--- src/rtl/rnd_clk_mon.sv ---
// Random clock monitor: measures rise-to-rise period, high time, min/max period and edge count.
// Optional macro RND_CLK_MON_SYNC_EN inserts a 2-flop synchronizer in front of edge detection.
module rnd_clk_mon #(
  parameter int CW = 8,
  parameter int NW = 16
) (
  input  logic          i_clk,
  input  logic          i_rstn,
  input  logic          i_rnd_clk,
  input  logic          i_clr,
  output logic          o_valid,
  output logic [CW-1:0] o_period,
  output logic [CW-1:0] o_high,
  output logic [CW-1:0] o_min,
  output logic [CW-1:0] o_max,
  output logic [NW-1:0] o_edge_cnt,
  output logic          o_ovf
);

  localparam logic [CW-1:0] CNT_MAX  = {CW{1'b1}};
  localparam logic [CW-1:0] CNT_ZERO = {CW{1'b0}};
  localparam logic [CW-1:0] CNT_ONE  = {{(CW-1){1'b0}}, 1'b1};
  localparam logic [NW-1:0] EDGE_MAX  = {NW{1'b1}};
  localparam logic [NW-1:0] EDGE_ZERO = {NW{1'b0}};
  localparam logic [NW-1:0] EDGE_ONE  = {{(NW-1){1'b0}}, 1'b1};

  typedef enum logic [0:0] {IDLE = 1'b0, MEAS = 1'b1} state_t;

  function automatic logic [CW-1:0] sat_inc_f(input logic [CW-1:0] cnt);
    sat_inc_f = (cnt == CNT_MAX) ? cnt : cnt + CNT_ONE;
  endfunction

  function automatic logic [CW-1:0] min_f(input logic [CW-1:0] a, input logic [CW-1:0] b);
    min_f = (a < b) ? a : b;
  endfunction

  function automatic logic [CW-1:0] max_f(input logic [CW-1:0] a, input logic [CW-1:0] b);
    max_f = (a > b) ? a : b;
  endfunction

  logic          samp_s;
  logic          rise_s;
  logic          fall_s;
  logic          rnd_d_r;
  state_t        state_r;
  logic [CW-1:0] per_cnt_r;
  logic [CW-1:0] hi_cnt_r;
  logic          valid_r;
  logic [CW-1:0] period_r;
  logic [CW-1:0] high_r;
  logic [CW-1:0] min_r;
  logic [CW-1:0] max_r;
  logic [NW-1:0] edge_cnt_r;
  logic          ovf_r;

`ifdef RND_CLK_MON_SYNC_EN
  logic [1:0] sync_r;

  // Two-flop synchronizer for a source from a foreign clock domain
  always_ff @(posedge i_clk or negedge i_rstn) begin
    if (!i_rstn) begin
      sync_r <= 2'b00;
    end else begin
      sync_r <= {sync_r[0], i_rnd_clk};
    end
  end

  assign samp_s = sync_r[1];
`else
  assign samp_s = i_rnd_clk;
`endif

  // Previous sample for edge detection; keeps running through a clear
  always_ff @(posedge i_clk or negedge i_rstn) begin
    if (!i_rstn) begin
      rnd_d_r <= 1'b0;
    end else begin
      rnd_d_r <= samp_s;
    end
  end

  assign rise_s = samp_s & ~rnd_d_r;
  assign fall_s = ~samp_s & rnd_d_r;

  // Measurement FSM with counters and statistics registers
  always_ff @(posedge i_clk or negedge i_rstn) begin
    if (!i_rstn) begin
      state_r    <= IDLE;
      per_cnt_r  <= CNT_ZERO;
      hi_cnt_r   <= CNT_ZERO;
      valid_r    <= 1'b0;
      period_r   <= CNT_ZERO;
      high_r     <= CNT_ZERO;
      min_r      <= CNT_MAX;
      max_r      <= CNT_ZERO;
      edge_cnt_r <= EDGE_ZERO;
      ovf_r      <= 1'b0;
    end else begin
      valid_r <= 1'b0;
      if (i_clr) begin
        state_r    <= IDLE;
        per_cnt_r  <= CNT_ZERO;
        hi_cnt_r   <= CNT_ZERO;
        period_r   <= CNT_ZERO;
        high_r     <= CNT_ZERO;
        min_r      <= CNT_MAX;
        max_r      <= CNT_ZERO;
        edge_cnt_r <= EDGE_ZERO;
        ovf_r      <= 1'b0;
      end else begin
        case (state_r)
          IDLE: begin
            // First rise only arms: there is no earlier edge to measure from
            if (rise_s) begin
              state_r    <= MEAS;
              per_cnt_r  <= CNT_ONE;
              hi_cnt_r   <= CNT_ONE;
              edge_cnt_r <= (edge_cnt_r == EDGE_MAX) ? edge_cnt_r : edge_cnt_r + EDGE_ONE;
            end
          end
          MEAS: begin
            if (rise_s) begin
              period_r   <= per_cnt_r;
              min_r      <= min_f(min_r, per_cnt_r);
              max_r      <= max_f(max_r, per_cnt_r);
              valid_r    <= 1'b1;
              edge_cnt_r <= (edge_cnt_r == EDGE_MAX) ? edge_cnt_r : edge_cnt_r + EDGE_ONE;
              per_cnt_r  <= CNT_ONE;
              hi_cnt_r   <= CNT_ONE;
            end else begin
              per_cnt_r <= sat_inc_f(per_cnt_r);
              if (per_cnt_r == CNT_MAX) begin
                ovf_r <= 1'b1;
              end
              if (fall_s) begin
                high_r <= hi_cnt_r;
              end else if (samp_s) begin
                hi_cnt_r <= sat_inc_f(hi_cnt_r);
                if (hi_cnt_r == CNT_MAX) begin
                  ovf_r <= 1'b1;
                end
              end
            end
          end
          default: begin
            state_r <= IDLE;
          end
        endcase
      end
    end
  end

  assign o_valid    = valid_r;
  assign o_period   = period_r;
  assign o_high     = high_r;
  assign o_min      = min_r;
  assign o_max      = max_r;
  assign o_edge_cnt = edge_cnt_r;
  assign o_ovf      = ovf_r;

endmodule

--- config.mk ---
export PLATFORM = sky130hd
export DESIGN_NAME = rnd_clk_mon
export DESIGN_NICKNAME = d
export VERILOG_FILES = /design/src/rtl/rnd_clk_mon.sv
export SDC_FILE = /design/constraint.sdc
export NUM_CORES = 1
export LEC_CHECK = 0
export CAP_MARGIN = 5
export CORE_MARGIN = 10
export CORE_UTILIZATION = 49
export DETAILED_ROUTE_END_ITERATION = 10
export GPL_TIMING_DRIVEN = 1
export PLACE_DENSITY = 0.86
export SYNTH_ARGS = -nofsm -noshare
export SYNTH_HDL_FRONTEND = slang
export SYNTH_SLANG_ARGS = --single-unit
export TNS_END_PERCENT = 100
--- constraint.sdc ---
create_clock -name i_clk -period 3.2 [get_ports i_clk]
set_clock_uncertainty 0.1 [all_clocks]
set_input_delay 0.64 -clock i_clk [delete_from_list [all_inputs] [get_ports i_clk]]
set_output_delay 0.64 -clock i_clk [all_outputs]
set_load 0.005 [all_outputs]
==> run summary, run 1 <==
Status - finished clean
Logic pwr share - 6.3%
Gpl congestion - 0.8956
Layout cells sized above 1 - 8.556%
Unrepaired setup endpoints after global routing - false
DP HPWL - 5940 microns
Post-Route WL - 8255 microns
Register area - 1712 sq um
Portion of total power attributed to sequential cells - 52.8%
GRT Total Usage - 16.11%
Drt via density - 5.976
Fill cells - 534
Leading post-synthesis cells by cell area - dfrtp_1, ha_1, dfstp_2
I/O Pins - 54
Grt ovf - 0
FP Rows - 30
DRC violation count after routing - 0
FF-to-FF setup slack - 0.69 ns
Mapped cell area - 3354 sq um
Power Internal - 1.308 mW
Switching part of the total power - 22.45%
Routed Antenna Nets - 0
Post-CTS sizing - 0
Router iterations before antenna repair - 4
Slew Viols, Final - 0
Max_slew headroom - 59.34%
Port buffer count - 53
Netlist cell types - 47
Clock Latency Late Sink - 0.34 ns
Crit. End Element - flop
Core area - 6719 sq um
Clk pwr share - 40.9%
Initial Util - 49.93%
Setup repair bufs after CTS - 0
Final TNS setup - 0 ns
Post-synthesis register bit count - 68
Die area - 10560 sq um
Total power - 1.687 mW
Warnings from Yosys - 0
Final Setup Violations - 0
Main flop type after synthesis - dfrtp_1
Die W - 102.7 microns
Core Util, Final - 61.88%
Post-CTS Hold Fix Bufs - 0
Mapped Cells - 314
Final Hold Viols - 0
Post-synthesis sequential area ratio - 51.03%
Critical path arrival - 2.63 ns
Yosys top cell by area - dfrtp_1
Minimum clock period - 2.509 ns
Slew @ Worst Pin - 0.6076 ns
Vias in the first global route - 2806
Max frequency - 398.5 MHz
HP Class - input port to asynchronous set/reset pin
Finished Cell Area - 4158 sq um
Clock buffer depth - 2
Dpl ws - 0.4602 ns
Peak supply drop - 0.0002096 V
Leakage power - 1.783 nW
Required time of the worst setup path - 3.32 ns
Fin worst setup slack - 0.6908 ns
Final Cycle Share - 78.41%
Post-synth EDFFs - 0
First-pass GRT wire length - 13600 microns
Synthesized Nets - 336
Htree depth - 3
Initial antenna violation count - 0
CP Max Fanout - 9
Per-cell routed wire length - 18.18 microns
Die Height - 102.7 microns
Critical path class - flop to flop
Synth top area share - 44.76%
Initial DRC count - 230
Syn avg cell area - 10.68 sq um
CTS tree - done
Sink Count - 68
Switching power total - 0.3787 mW
Ys async rst share - 100.0%
CTS buffer count - 9
Area of the multi-input gates - 1563 sq um
Maximum Capacitance Violations - 0
Clk slew on worst S/H paths - 0.07 ns
P&R area growth vs syn - 23.95%
Number of diodes - 0
Pwr/cell area - 405.6 nW/um^2
Total number of vias - 2713
Largest net degree at the start of global routing - 26
Final Net Count - 393
Root Buffer - clkbuf_8
Startpoint Class - flop
Area after DPL - 3968 sq um
==> Yosys cell counts (2+ instances only) <==
cell type  count
dfrtp_1       60
nor2_1        38
ha_1          18
nand2_1       18
a22o_1        16
a21oi_1       14
nand3_1       14
xor2_1        11
clkbuf_1      10
inv_1         10
mux2i_1       10
nor3_1         9
o22a_1         9
dfstp_2        8
xnor2_1        8
nand4_1        7
and3_1         4
and4_1         4
o21ai_0        4
a211oi_1       3
a21o_1         3
a31oi_1        3
nor4_1         3
o2111ai_1      3
a211o_1        2
o31ai_1        2
or3_1          2
or4_1          2
==> cells by family (layout without fill, tap and decap cells) <==
group / count (synthesis) / count (layout) / synth area share (%)
AND/OR/NAND/NOR: 112 / 112 / 17.27
flip-flops: 68 / 68 / 51.03
AO/OA/AOI/OAI: 66 / 66 / 14.66
buffers and inverters: 21 / 81 / 2.387
XOR/XNOR: 19 / 19 / 4.961
adder cells (fa/ha/maj): 18 / 18 / 6.714
multiplexers: 10 / 10 / 2.984
==> critical path, cell delays in order (launching register included) <==
cell and delay [ns]:
dfrtp_1 0.55, inv_1 0.17, ha_1 0.35, and4b_1 0.21
a211o_1 0.28, a21o_1 0.21, a21o_1 0.27, a22o_1 0.27
==> per-stage QoR <==
stage          std cells  hold WS (ns)
4_1_cts              454        0.1569
5_1_grt              454        0.1835
3_5_place_dp         440        0.3929
2_1_floorplan        314        0.2444
6_report             454        0.1515
3_3_place_gp         440        0.3931
==> area by class of cell <==
cell class	instances	area share (%)
sequential	68	41.17
inverter	10	0.9028
multi-input combinational	225	37.59
tap	80	2.407
clock inverter	2	0.8426
timing repair buffer	57	13.36
clock buffer	12	3.732
==> sequential cells by signal (all words and copies together) (netlist names) <==
name and flops:
o_edge_cnt 16, per_cnt_r 8, rnd_d_r 1, o_min 8
hi_cnt_r 8, o_max 8, o_valid 1, state_r 1
o_ovf 1, o_period 8, o_high 8
==> path summary, 6_finish.rpt <==
path	cells past startpoint	from	endpoint
max	7	per_cnt_r[3]$_DFFE_PN0P_	o_max[2]$_DFFE_PN0P_
min	1	i_rstn	o_edge_cnt[5]$_DFFE_PN0P_
max reg2reg	7	per_cnt_r[3]$_DFFE_PN0P_	o_max[2]$_DFFE_PN0P_
min reg2reg	1	o_period[7]$_DFFE_PN0P_	o_period[7]$_DFFE_PN0P_
max in group asynchronous	2	i_rstn	o_min[4]$_DFFE_PN1P_
min in group i_clk	1	o_period[7]$_DFFE_PN0P_	o_period[7]$_DFFE_PN0P_
==> power by group through the flow <==
| stage | Combinational [mW] | Sequential (mW) | Clock (mW) |
|---|---|---|---|
| floorplan | 0.0577 | 0.900 | 0 |
| global placement | 0.102 | 0.905 | 0 |
| finish | 0.107 | 0.890 | 0.690 |
| CTS | 0.108 | 0.889 | 0.700 |
| detailed placement | 0.105 | 0.905 | 0 |
| global route | 0.119 | 0.891 | 0.738 |
==> cell usage in the layout, fill, tap and decap left out, types with 2 or more instances in the layout <==
master	n
o2111ai_1	3
xnor2_1	8
or4_1	2
nor4_1	3
a21o_1	3
nor2_1	38
a31oi_1	3
a21oi_1	14
dfrtp_1	60
nand3_1	14
dfstp_2	8
mux2i_1	10
nor3_1	9
a211oi_1	3
nand2_1	18
and4_1	4
nand4_1	7
a22o_1	16
o22a_1	9
a211o_1	2
o31ai_1	2
and3_1	4
or3_1	2
o21ai_0	4
clkdlybuf4s50_1	52
xor2_1	11
inv_1	10
ha_1	18
buf_4	4
clkbuf_8	11
==> per-layer routing <==
layer | global-route usage (%) | routed length, microns | up-vias
met5 | 0 | 0 | -
met4 | 8.235 | 230 | 0
met3 | 2.346 | 501 | 21
met2 | 27.48 | 4108 | 98
met1 | 19.34 | 3414 | 1332
li1 | - | - | 1262
Power figures use the tool's default switching activity.
==> run 2: changes to the inputs <==
CORE_UTILIZATION = 48   (was 49)
PLACE_DENSITY = 0.88   (was 0.86)
clock period = 2.2 ns   (was 3.2 ns; I/O delays follow)
==> run 2 against run 1 <==
Against the previous run:
- non-clock buffer count is 25 higher
- sequential power is 45% higher
- via count increased by 6.1%
- sequential share of layout area is 3.0 points lower
- critical path depth did not move
- first-iteration DRC count fell by 8.7%
- die area rose by 1.7%
- total power rose by 68%
- critical path type unchanged
==> run summary, run 2 (same netlist as run 1, synthesis figures left out) <==
Clock Latency Late Sink - 0.35 ns
Final Setup Violations - 0
Grt ovf - 0
First-pass GRT wire length - 14680 microns
Clk slew on worst S/H paths - 0.08 ns
Post-CTS sizing - 0
Max reg flops - 16
P&R area growth vs syn - 33.76%
Met2 WL - 4528 microns
Number of diodes - 0
Area of the multi-input gates - 1599 sq um
FP Rows - 30
Initial Util - 49.37%
Required time of the worst setup path - 2.34 ns
Post-CTS Hold Fix Bufs - 0
Routed Antenna Nets - 0
Htree depth - 3
CTS tree - done
Critical path class - flop to flop
DR WL met3 - 497 microns
DP HPWL - 6030 microns
Final Net Count - 418
FF-to-FF setup slack - 0.06 ns
Clock buffer depth - 2
GRT Total Usage - 16.39%
Initial antenna violation count - 0
Setup repair bufs after CTS - 0
HP Class - input port to asynchronous set/reset pin
CP Max Fanout - 8
Area after DPL - 4188 sq um
Die W - 103.6 microns
WL met1 - 3579 microns
Reg2reg start - per_cnt_r[2]$_DFFE_PN0P_
Startpoint Class - flop
Leakage power - 1.964 nW
I/O Pins - 54
Status - finished clean
Finished Cell Area - 4487 sq um
Fill cells - 497
Root Buffer - clkbuf_8
Core area - 6794 sq um
Sink Count - 68
Maximum Capacitance Violations - 0
Port buffer count - 53
Final TNS setup - 0 ns
Dpl ws - -0.03730 ns
Final Hold Viols - 0
Most common cell after layout, fill and taps aside - dfrtp_1
CTS buffer count - 9
Drt via density - 5.793
Router iterations before antenna repair - 4
Critical path arrival - 2.27 ns
Peak supply drop - 0.0003346 V
RR Endpoint - o_max[2]$_DFFE_PN0P_
Fin worst setup slack - 0.06489 ns
Layout cells sized above 1 - 15.71%
Max_slew headroom - 64.90%
Slew Viols, Final - 0
Unrepaired setup endpoints after global routing - false
Crit. End Element - flop
Die area - 10730 sq um
Slew @ Worst Pin - 0.5226 ns
Pwr/cell area - 630.0 nW/um^2
Vias in the first global route - 2935
Register area - 1712 sq um
Gpl congestion - 0.9116
Die Height - 103.6 microns
Top sig layer - met4
Minimum clock period - 2.135 ns
Post-Route WL - 8807 microns
Largest net degree at the start of global routing - 69
Reg2Reg Depth - 7
Final Cycle Share - 97.05%
Initial DRC count - 210
Most frequent cells in the layout - dfrtp_1, clkdlybuf4s50_1, nor2_1
Max frequency - 468.4 MHz
Total number of vias - 2879
Per-cell routed wire length - 17.72 microns
DRC violation count after routing - 0
==> run 2: worst max-delay path by stage <==
stage	start	cells after the start	endpoint	slack, ns
after detailed placement	i_rnd_clk	7	o_max[7]$_DFFE_PN0P_	-0.04
after global placement	i_rnd_clk	6	o_edge_cnt[15]$_DFFE_PN0P_	0.03
after global routing	per_cnt_r[3]$_DFFE_PN0P_	7	o_max[2]$_DFFE_PN0P_	0.008
after CTS	per_cnt_r[3]$_DFFE_PN0P_	7	o_max[2]$_DFFE_PN0P_	0.03
after floorplan	per_cnt_r[3]$_DFFE_PN0P_	8	o_max[0]$_DFFE_PN0P_	0.07
final	per_cnt_r[2]$_DFFE_PN0P_	7	o_max[2]$_DFFE_PN0P_	0.06
==> run 2: cell type report <==
cell class | count | share of cell area (%)
clock buffers | 9 | 2.761
well taps | 96 | 2.677
multi-input cells | 225 | 35.64
inverters | 10 | 0.8366
clock inverters | 7 | 3.095
repair buffers | 82 | 16.84
flip-flops and latches | 68 | 38.15
==> run 2: power by group <==
group | switching, mW | internal [mW] | leakage (nW)
clock | 0.485 | 0.865 | 0.133
combinational | 0.110 | 0.0799 | 0.914
sequential | 0.0173 | 1.27 | 0.916
==> run 2: worst max-delay path: stages (launching register included) <==
cell     delay (ns)
dfrtp_1        0.39
inv_1          0.13
ha_4           0.22
a21o_1         0.18
a211o_1        0.29
a21o_1         0.21
a21o_4         0.26
a22o_1         0.24
==> run 2: metal layers <==
layer | vias up | GRT usage [%]
met3 | 19 | 4.151
met1 | 1435 | 19.24
met5 | - | 0
met2 | 101 | 27.34
met4 | 0 | 7.661
li1 | 1324 | -
==> run 2: through the flow <==
| stage | instances | power, mW | hold slack [ns] | util, % |
|---|---|---|---|---|
| after floorplan | 314 | 1.393 | 0.04441 | - |
| after global placement | 481 | 1.484 | 0.3829 | 61.64 |
| after detailed placement | 481 | 1.493 | 0.3886 | 61.64 |
| after CTS | 497 | 2.828 | 0.01887 | 65.51 |
| after global routing | 497 | 2.913 | 0.02761 | 66.04 |
| final | 497 | 2.827 | 0.008030 | 66.04 |
